[config.mk]
export PLATFORM = sky130hd
export DESIGN_NAME = cosine_stream_adapter_flat
export DESIGN_NICKNAME = d
export VERILOG_FILES = /design/src/rtl/cosine_stream_adapter_if.sv /design/src/rtl/cosine_stream_adapter.sv /design/src/flat_wrapper.sv
export SDC_FILE = /design/constraint.sdc
export NUM_CORES = 1
export LEC_CHECK = 0
export ABC_CLOCK_PERIOD_IN_PS = 5000
export CAP_MARGIN = 0
export CORE_ASPECT_RATIO = 1.4
export CORE_UTILIZATION = 40
export CTS_CLUSTER_SIZE = 28
export DETAILED_ROUTE_END_ITERATION = 12
export PLACE_DENSITY = 0.63
export RECOVER_POWER = 100
export SYNTH_ARGS = -nofsm -noshare
export SYNTH_HDL_FRONTEND = slang
export SYNTH_SLANG_ARGS = --single-unit
[constraint.sdc]
create_clock -name clk -period 5 [get_ports clk]
set_input_delay 1.25 -clock clk [delete_from_list [all_inputs] [get_ports clk]]
set_output_delay 1.25 -clock clk [all_outputs]
set_load 0.01 [all_outputs]
[src/rtl/cosine_stream_adapter_if.sv]
// Valid/ready angle stream into the adapter and result stream out of it.
// The adapter takes the slave view; the producer/consumer side takes the master view.
interface cosine_stream_adapter_if;
   logic        in_valid;
   logic        in_ready;
   logic [31:0] in_angle;
   logic        out_valid;
   logic        out_ready;
   logic [31:0] out_result;

   modport slave (
      input  in_valid,
      input  in_angle,
      input  out_ready,
      output in_ready,
      output out_valid,
      output out_result
   );

   modport master (
      output in_valid,
      output in_angle,
      output out_ready,
      input  in_ready,
      input  out_valid,
      input  out_result
   );
endinterface

[src/rtl/cosine_stream_adapter.sv]
// Streaming wrapper around a non-stallable pipelined cosine core: tags in-flight work,
// buffers results in a FIFO and only admits an angle when a FIFO slot is guaranteed.
module cosine_stream_adapter #(
   parameter int CORE_LATENCY = 4,
   parameter int FIFO_DEPTH   = 8,
   localparam int INFLIGHT_W  = $clog2(CORE_LATENCY + 1)
) (
   input  logic                  clk,
   input  logic                  reset,
   cosine_stream_adapter_if.slave s,
   output logic [31:0]           core_angle,
   output logic                  core_clk_en,
   output logic                  core_reset,
   input  logic [31:0]           core_result,
   output logic [INFLIGHT_W-1:0] inflight,
   output logic                  idle
);

   localparam int PTR_W = (FIFO_DEPTH > 1) ? $clog2(FIFO_DEPTH) : 1;
   localparam int CNT_W = $clog2(FIFO_DEPTH + 1);
   localparam int SUM_W = ((CNT_W > INFLIGHT_W) ? CNT_W : INFLIGHT_W) + 1;

   logic [CORE_LATENCY-1:0] vld_q, vld_d;
   logic [INFLIGHT_W-1:0]   inflight_q, inflight_d;
   logic [PTR_W-1:0]        wr_ptr_q, wr_ptr_d;
   logic [PTR_W-1:0]        rd_ptr_q, rd_ptr_d;
   logic [CNT_W-1:0]        count_q, count_d;
   logic [31:0]             mem_q [FIFO_DEPTH];

   logic             fire;
   logic             push;
   logic             pop;
   logic             in_ready_int;
   logic             out_valid_int;
   logic [SUM_W-1:0] credit_used;

   // The core runs freely; its output is trusted only when the matching tag reaches the end.
   assign core_angle  = s.in_angle;
   assign core_clk_en = reset;
   assign core_reset  = ~reset;

   // Every accepted angle reserves a FIFO slot until it is popped, so a push can never overflow.
   assign credit_used  = SUM_W'(count_q) + SUM_W'(inflight_q);
   assign in_ready_int = reset & (credit_used < SUM_W'(FIFO_DEPTH));
   assign fire         = s.in_valid & in_ready_int;
   assign push         = vld_q[CORE_LATENCY-1];
   assign out_valid_int = (count_q != '0);
   assign pop          = out_valid_int & s.out_ready;

   assign s.in_ready   = in_ready_int;
   assign s.out_valid  = out_valid_int;
   assign s.out_result = out_valid_int ? mem_q[rd_ptr_q] : 32'h0;
   assign inflight     = inflight_q;
   assign idle         = (inflight_q == '0) && (count_q == '0);

   always_comb begin
      vld_d      = '0;
      inflight_d = inflight_q;
      wr_ptr_d   = wr_ptr_q;
      rd_ptr_d   = rd_ptr_q;
      count_d    = count_q;

      vld_d[0] = fire;
      for (int k = 1; k < CORE_LATENCY; k++) begin
         vld_d[k] = vld_q[k-1];
      end

      if (fire && !push) begin
         inflight_d = inflight_q + INFLIGHT_W'(1);
      end else if (!fire && push) begin
         inflight_d = inflight_q - INFLIGHT_W'(1);
      end

      if (push) begin
         wr_ptr_d = wr_ptr_q + PTR_W'(1);
      end
      if (pop) begin
         rd_ptr_d = rd_ptr_q + PTR_W'(1);
      end

      if (push && !pop) begin
         count_d = count_q + CNT_W'(1);
      end else if (!push && pop) begin
         count_d = count_q - CNT_W'(1);
      end
   end

   always_ff @(posedge clk or negedge reset) begin
      if (!reset) begin
         vld_q      <= '0;
         inflight_q <= '0;
         wr_ptr_q   <= '0;
         rd_ptr_q   <= '0;
         count_q    <= '0;
      end else begin
         vld_q      <= vld_d;
         inflight_q <= inflight_d;
         wr_ptr_q   <= wr_ptr_d;
         rd_ptr_q   <= rd_ptr_d;
         count_q    <= count_d;
      end
   end

   // Result storage is deliberately left out of reset; count_q alone decides what is valid.
   always_ff @(posedge clk) begin
      if (push) begin
         mem_q[wr_ptr_q] <= core_result;
      end
   end

endmodule

[src/flat_wrapper.sv]
// flat-port wrapper written by rule: the top's interface ports become plain ports
module cosine_stream_adapter_flat 
#(
   parameter int CORE_LATENCY = 4,
   parameter int FIFO_DEPTH   = 8,
   localparam int INFLIGHT_W  = $clog2(CORE_LATENCY + 1)
)
  (clk, reset, core_angle, core_clk_en, core_reset, core_result, inflight, idle, s_in_valid, s_in_angle, s_out_ready, s_in_ready, s_out_valid, s_out_result);
  cosine_stream_adapter_if s_i ();
  input  logic clk;
  input  logic reset;
  output logic [31:0] core_angle;
  output logic core_clk_en;
  output logic core_reset;
  input  logic [31:0] core_result;
  output logic [INFLIGHT_W-1:0] inflight;
  output logic idle;
  input wire logic [$bits(s_i.in_valid)-1:0] s_in_valid;
  input wire logic [$bits(s_i.in_angle)-1:0] s_in_angle;
  input wire logic [$bits(s_i.out_ready)-1:0] s_out_ready;
  output wire logic [$bits(s_i.in_ready)-1:0] s_in_ready;
  output wire logic [$bits(s_i.out_valid)-1:0] s_out_valid;
  output wire logic [$bits(s_i.out_result)-1:0] s_out_result;
  assign s_i.in_valid = s_in_valid;
  assign s_i.in_angle = s_in_angle;
  assign s_i.out_ready = s_out_ready;
  assign s_in_ready = s_i.in_ready;
  assign s_out_valid = s_i.out_valid;
  assign s_out_result = s_i.out_result;
  cosine_stream_adapter #(.CORE_LATENCY(CORE_LATENCY), .FIFO_DEPTH(FIFO_DEPTH)) u_core (.clk(clk), .reset(reset), .s(s_i), .core_angle(core_angle), .core_clk_en(core_clk_en), .core_reset(core_reset), .core_result(core_result), .inflight(inflight), .idle(idle));
endmodule
==> results of run 1 <==
-- cells by family (layout without fill, tap and decap cells) --
logic type / count (synthesis) / after routing / synth area share, %
multiplexers: 69 / 69 / 13.9
other: 0 / 1 / 0
AND/OR/NAND/NOR: 33 / 33 / 1.64
buffers and inverters: 61 / 134 / 3.99
AO/OA/AOI/OAI: 39 / 39 / 3.05
adder cells (fa/ha/maj): 10 / 10 / 1.30
XOR/XNOR: 9 / 9 / 0.733
flip-flops: 273 / 273 / 75.4
-- registers in the layout, summed over array words and instances (netlist names) --
register,flops
u_core.inflight,3
u_core.vld_q,4
u_core.rd_ptr_q,3
u_core.mem_q,256
u_core.wr_ptr_q,3
u_core.count_q,4
-- through the flow --
stage	power (mW)	setup WS, ns
after floorplan	4.38	1.76
after global placement	5.22	1.13
after detailed placement	5.28	1.09
after CTS	6.99	0.828
after global routing	7.10	0.461
final	6.77	0.568
-- synthesized netlist by cell type (all sizes together) --
master  count  area share [%]
o211ai      2            0.14
nor3        4            0.19
clkbuf      7            0.24
or4         2            0.17
fa          2            0.37
nor2b       2            0.12
a21oi       2           0.093
edfxtp    256              71
a31oi       1           0.058
inv         4            0.14
or3         1           0.058
mux2        4            0.42
xor2        3            0.24
nand2       6            0.21
dfrtp      17             4.0
nand3       3            0.14
a2111o      1            0.10
o21ai       1           0.046
mux2i       1           0.093
nand3b      2            0.14
buf        50             3.6
and2        1           0.081
mux4       64              13
nor4        2            0.12
nor2        7            0.24
nand2b      3            0.17
xnor2       6            0.49
ha          8            0.93
a22o       32             2.6
-- where the power goes --
| part | internal [mW] | leakage [nW] | total [mW] | switching, mW |
|---|---|---|---|---|
| combinational | 1.16 | 1.11 | 2.20 | 1.04 |
| clock | 0.959 | 0.346 | 1.71 | 0.751 |
| sequential | 2.70 | 2.51 | 2.86 | 0.158 |
| total | 4.82 | 3.97 | 6.77 | 1.95 |
-- worst paths after layout --
path	end	start
worst min-delay path	u_core.vld_q[1]	u_core.vld_q[0]
max in group asynchronous	u_core.rd_ptr_q[0]	reset
worst max-delay path	s_out_result[26]	u_core.count_q[0]
worst min register to register	u_core.vld_q[1]	u_core.vld_q[0]
min in group asynchronous	u_core.count_q[2]	reset
worst max register to register	u_core.mem_q[7][21]	u_core.vld_q[3]
-- worst reg2reg max path: cells and delay by family, from the launching register on --
kind | cells | cell delay [ns]
buffers and inverters | 1 | 1.81
DFF | 1 | 0.48
and+or+nand+nor | 2 | 0.40
-- cells in the final DEF (no fill, tap or decap), types with 3 or more instances in the layout --
master / n
clkdlybuf4s50_1: 3
dfrtp_1: 15
dlygate4sd3_1: 72
a22o_1: 32
inv_1: 4
edfxtp_1: 256
clkbuf_1: 13
buf_4: 4
xor2_1: 3
mux4_2: 64
ha_1: 8
nand2_1: 6
nand2b_1: 3
xnor2_1: 6
nor3_1: 4
clkinv_1: 6
mux2_2: 4
nor2_4: 6
nand3_1: 3
clkbuf_16: 25
-- cell type report --
cell class	instances	area [µm²]
Clock inverter	11	75.1
Inverter	4	15.0
Tap cell	324	405
Timing Repair Buffer	89	851
Multi-Input combinational cell	160	2270
Antenna cell	1	2.50
Sequential cell	273	8120
Fill cell	2161	13900
Clock buffer	30	644
-- metal layers --
layer  track usage [%]  share of wire (%)
met5                 0                  0
met2              27.9                 53
met4              6.24                3.1
met1              17.7                 38
met3              2.37                5.0
==> metrics.cfg, run 1 <==
[clocking]
clockBufferDepth = 3
cts_hold_buf = 0
cts_buffers = 25
path_clk_slew_ns = 0.06
cts_root_buf = clkbuf_16
tritoncts = built
clock_latency_ns = 0.51
post_cts_buffers = 0
htree_levels = 1
cts_resized = 0
clock-sinks = 273

[grt]
grt_first_pass_wirelength_um = 31400
grt_max_degree = 41
grt_use_total_pct = 15.2
grt_pass1_vias = 5454
antenna_found_initial = 2
grt_overflow = 0

[sta]
setup_viol = 0
finalCritPeriodShare_pct = 88.6
maxSlewHeadroom_pct = -70.7
hold_viol_final = 0
drv_slew = 264
fin_crit_ns = 4.43
rsz0062_at_grt = false
finalSetupTns_ns = 0
whs_ns = 0.351
tightest_slew_ns = 2.56
timing.fmax_mhz = 226
clock_skew_ns = 0.0130

[power_and_ir_drop]
leakagePower_nw = 3.97
power.density_mw_per_mm2 = 547
max-vdd-ir-drop_uv = 333

[detailed_routing]
via_per_inst = 5.45
vias = 4859
drc = 0
wl_per_cell_um = 22.7
initialDrtViolationCount = 312
ant_nets = 0
dr.pass1.iters = 4
drt-total-wl_um = 20300

[critical_path]
crit_cells = 4
path_class = reg2out
cp-start-kind = register
path_cells = or4_1, and2_2, a22o_1, dlygate4sd3_1
rrSetupSlack_ns = 1.82
crit_path_end_kind = output port
critPathSlowestCell = or4_1
r2r_cells = 3
max_stage_delay_ns = 0.64
critical_path_buf_inv_count = 1
critPathArrivalTime_ns = 3.18
crit_family = simple AND/OR/NAND/NOR gates
crit_required_ns = 3.75
worstPathMaxFanout = 32

[die]
rows = 70
die-height_um = 196
core_area_mm2 = 0.0263
initial_core_util_pct = 41.0
dieArea_mm2 = 0.0276
ios = 140
die_w_um = 141

[place]
gp_congestion = 0.663
dp.cells = 850
place_area_mm2 = 0.0117
io_buffers = 75
dp_hpwl_um = 11300

[logic_synthesis]
ys.warnings.count = 0
synth_seq_cells = 273
synth.avg_cell_area_um2 = 21.8
ys_seq_area_share_pct = 75.4
synth_cells = 494
netlist_area_mm2 = 0.0108
synthesis.nets = 572
synth_cell_type_count = 33

[final_layout]
fin_cells = 892
layout.nets = 631
syn_to_final_growth_pct = 15.0
utilization_pct = 47.1
fin_area_mm2 = 0.0124
drive_gt1_share_pct = 20.1

[hold_path]
worst_hold_path_type = reg2reg
holdPathStages = 0

[job]
cap_viol_max_count = 8

[status]
status = finished, violations left
violations = max-capacitance violations, max-slew violations

No activity file was read; power rests on OpenSTA's default activity.
==> run 2, diff against run 1 <==
--- a/config.mk
+++ b/config.mk
@@ -7,7 +7,6 @@
 export LEC_CHECK = 0
 export ABC_CLOCK_PERIOD_IN_PS = 5000
 export CAP_MARGIN = 0
-export CORE_ASPECT_RATIO = 1.4
 export CORE_UTILIZATION = 40
 export CTS_CLUSTER_SIZE = 28
 export DETAILED_ROUTE_END_ITERATION = 12
==> run 2 against run 1 <==
Against the previous run:
- the flow finishes with violations (design-rule violations, max-capacitance violations, max-slew violations)
- critical path depth shrank 1
- fmax fell by 1.8%
- count of clock-buffer cells in the layout increased by 6
- critical path type is now in2out
- sequential power increased by 2%
- utilization grew 1.0 points
- worst hold slack worse by 0.0019 ns
==> metrics.cfg, run 2 (same netlist as run 1, synthesis figures left out) <==
[status]
status = finished, violations left
violations = design-rule violations, max-capacitance violations, max-slew violations

[final_layout]
fin_cells = 914  ; +2.5%
syn_to_final_growth_pct = 17.2
largest_register_ffs = 256  ; unchanged
drive_gt1_share_pct = 21.1  ; +1.0 points
layout.nets = 634  ; +0.48%
fillers = 2106  ; -2.5%
layout_common_cells = edfxtp_1 (256), mux4_2 (64), dlygate4sd3_1 (64), a22o_1 (32), clkbuf_16 (29)
final_common_cell = edfxtp_1
largest_register = u_core.mem_q
reg_top3 = u_core.mem_q: 256 flops, u_core.count_q: 4 flops, u_core.vld_q: 4 flops

[grt]
antenna_found_initial = 2  ; unchanged
grt_overflow = 0  ; unchanged
grt_use_total_pct = 15.0  ; -0.19 points
grt_max_degree = 53  ; +29%
grt_pass1_vias = 5350  ; -1.9%
grt_first_pass_wirelength_um = 31200  ; -0.75%

[critical_path]
path_class = in2out
max_stage_delay_ns = 0.75  ; +0.11 ns
rrSetupSlack_ns = 1.61  ; -0.21 ns
critical_path_buf_inv_count = 3  ; +2
worstPathMaxFanout = 19  ; -41%
crit_family = buffers and inverters
r2r_cells = 3  ; unchanged
crit_path_end_kind = output port
critPathMostFrequentCell = dlygate4sd3_1
crit_required_ns = 3.75  ; about the same
cp-start-kind = primary input
path_cells = dlygate4sd3_1, clkbuf_1, dlygate4sd3_1
crit_cells = 3  ; -1
critPathSlowestCell = clkbuf_1
critPathArrivalTime_ns = 3.26  ; +0.08 ns

[sta]
fin_crit_ns = 4.51  ; +0.0801 ns
maxSlewHeadroom_pct = -44.8  ; +26 points
hold_viol_final = 0  ; unchanged
tightest_slew_ns = 2.17  ; -0.388 ns
timing.fmax_mhz = 222  ; -1.8%
setup_viol = 0  ; unchanged
setup_ws_ns = 0.487  ; -0.0801 ns
finalSetupTns_ns = 0  ; unchanged
finalCritPeriodShare_pct = 90.3  ; +1.6 points
rsz0062_at_grt = false
clock_skew_ns = 0.0121  ; -0.000939 ns
whs_ns = 0.349  ; -0.00194 ns
drv_slew = 222  ; -16%

[clocking]
cts_root_buf = clkbuf_16
cts_resized = 0  ; unchanged
cts_hold_buf = 0  ; unchanged
clock_latency_ns = 0.53  ; +0.02 ns
tritoncts = built
post_cts_buffers = 0  ; unchanged
clock-sinks = 273  ; unchanged
path_clk_slew_ns = 0.06  ; about the same
cts_buffers = 28  ; +12%
clockBufferDepth = 3  ; unchanged
htree_levels = 1  ; unchanged

[die]
core_area_mm2 = 0.0262  ; -0.26%
ios = 140  ; unchanged
rows = 59  ; -16%
die_w_um = 166  ; +18%
dieArea_mm2 = 0.0276  ; about the same
die-height_um = 166  ; -15%
initial_core_util_pct = 41.1  ; +0.11 points

[power_and_ir_drop]
power_mw = 7.25  ; +7.2%
leakagePower_nw = 4.10  ; +3.2%
power.density_mw_per_mm2 = 575  ; +5.2%
max-vdd-ir-drop_uv = 309  ; -7.0%

[place]
gp_congestion = 0.702  ; +6.0%
io_buffers = 75  ; unchanged
dp.cells = 861  ; +1.3%
pre_cts_slack_ns = 1.13  ; +0.0400 ns
dp_hpwl_um = 11200  ; -0.80%

[hold_path]
holdPathStages = 0  ; unchanged
worst_hold_path_type = reg2reg

[detailed_routing]
wl_per_cell_um = 22.5  ; -1.1%
via_per_inst = 5.40  ; -0.94%
drc = 42  ; +42
ant_nets = 0  ; unchanged
drt-total-wl_um = 20600  ; +1.3%
wl_met3_um = 1040  ; +3.1%
wl_met2_um = 10300  ; -5.4%
initialDrtViolationCount = 289  ; -7.4%
top_layer = met5
vias = 4932  ; +1.5%
dr.pass1.iters = 11  ; +7
drt-met1-wl_um = 8780  ; +13%

[job]
cap_viol_max_count = 8  ; unchanged

-- run 2: cell count changes in the layout (fill, tap and decap cells not counted), sizes merged --
cell / previous run / this run
dlygate4sd3: 72 / 64
clkinv: 8 / 9
bufinv: 1 / 5
clkdlybuf4s50: 3 / 11
buf: 6 / 3
clkbuf: 38 / 47
-- run 2: layout make-up --
cell class / count / area [µm²] / area share, %
diodes: 1 / 2.50 / 0.0198
clock buffers: 36 / 782 / 6.20
clock inverters: 16 / 208 / 1.65
inverters: 4 / 15.0 / 0.119
multi-input cells: 160 / 2220 / 17.6
flip-flops and latches: 273 / 8120 / 64.4
well taps: 335 / 419 / 3.32
repair buffers: 89 / 841 / 6.67
-- run 2: worst register-to-register path: cells and delay by family (launching register included) --
family	cells	cell delay [ns]
flops	1	0.50
buf+inv	1	1.50
simple gates	2	0.95
-- run 2: layer usage --
| metal | up-vias | track usage (%) |
|---|---|---|
| met5 | - | 0 |
| met2 | 125 | 25.2 |
| li1 | 2142 | - |
| met4 | 2 | 4.35 |
| met1 | 2615 | 20.1 |
| met3 | 48 | 2.81 |
-- run 2: worst paths after layout --
kind	start	endpoint
min	u_core.vld_q[0]	u_core.vld_q[1]
max reg2reg	u_core.vld_q[3]	u_core.mem_q[0][18]
min in group asynchronous	reset	u_core.count_q[0]
max	reset	core_clk_en
min reg2reg	u_core.vld_q[0]	u_core.vld_q[1]
max in group asynchronous	reset	u_core.rd_ptr_q[0]
-- run 2: metrics by stage --
step,util [%],cell area [µm²]
after floorplan,-,10800
after global placement,44.7,11700
after detailed placement,44.7,11700
after CTS,48.5,12700
after global routing,48.1,12600
final,48.1,12600
-- run 2: report_power, final --
| part | switching [mW] | total, mW | internal (mW) |
|---|---|---|---|
| registers | 0.223 | 2.92 | 2.69 |
| clock network | 0.816 | 2.17 | 1.36 |
| logic | 0.985 | 2.16 | 1.17 |
==> run 3, diff against run 2 <==
--- a/config.mk
+++ b/config.mk
@@ -6,10 +6,11 @@
 export NUM_CORES = 1
 export LEC_CHECK = 0
 export ABC_CLOCK_PERIOD_IN_PS = 5000
-export CAP_MARGIN = 0
+export CAP_MARGIN = 20
 export CORE_UTILIZATION = 40
 export CTS_CLUSTER_SIZE = 28
 export DETAILED_ROUTE_END_ITERATION = 12
+export GPL_TIMING_DRIVEN = 1
 export PLACE_DENSITY = 0.63
 export RECOVER_POWER = 100
 export SYNTH_ARGS = -nofsm -noshare
==> results of run 3 <==
The final DEF is identical to that of run 2; final timing and power are the same.
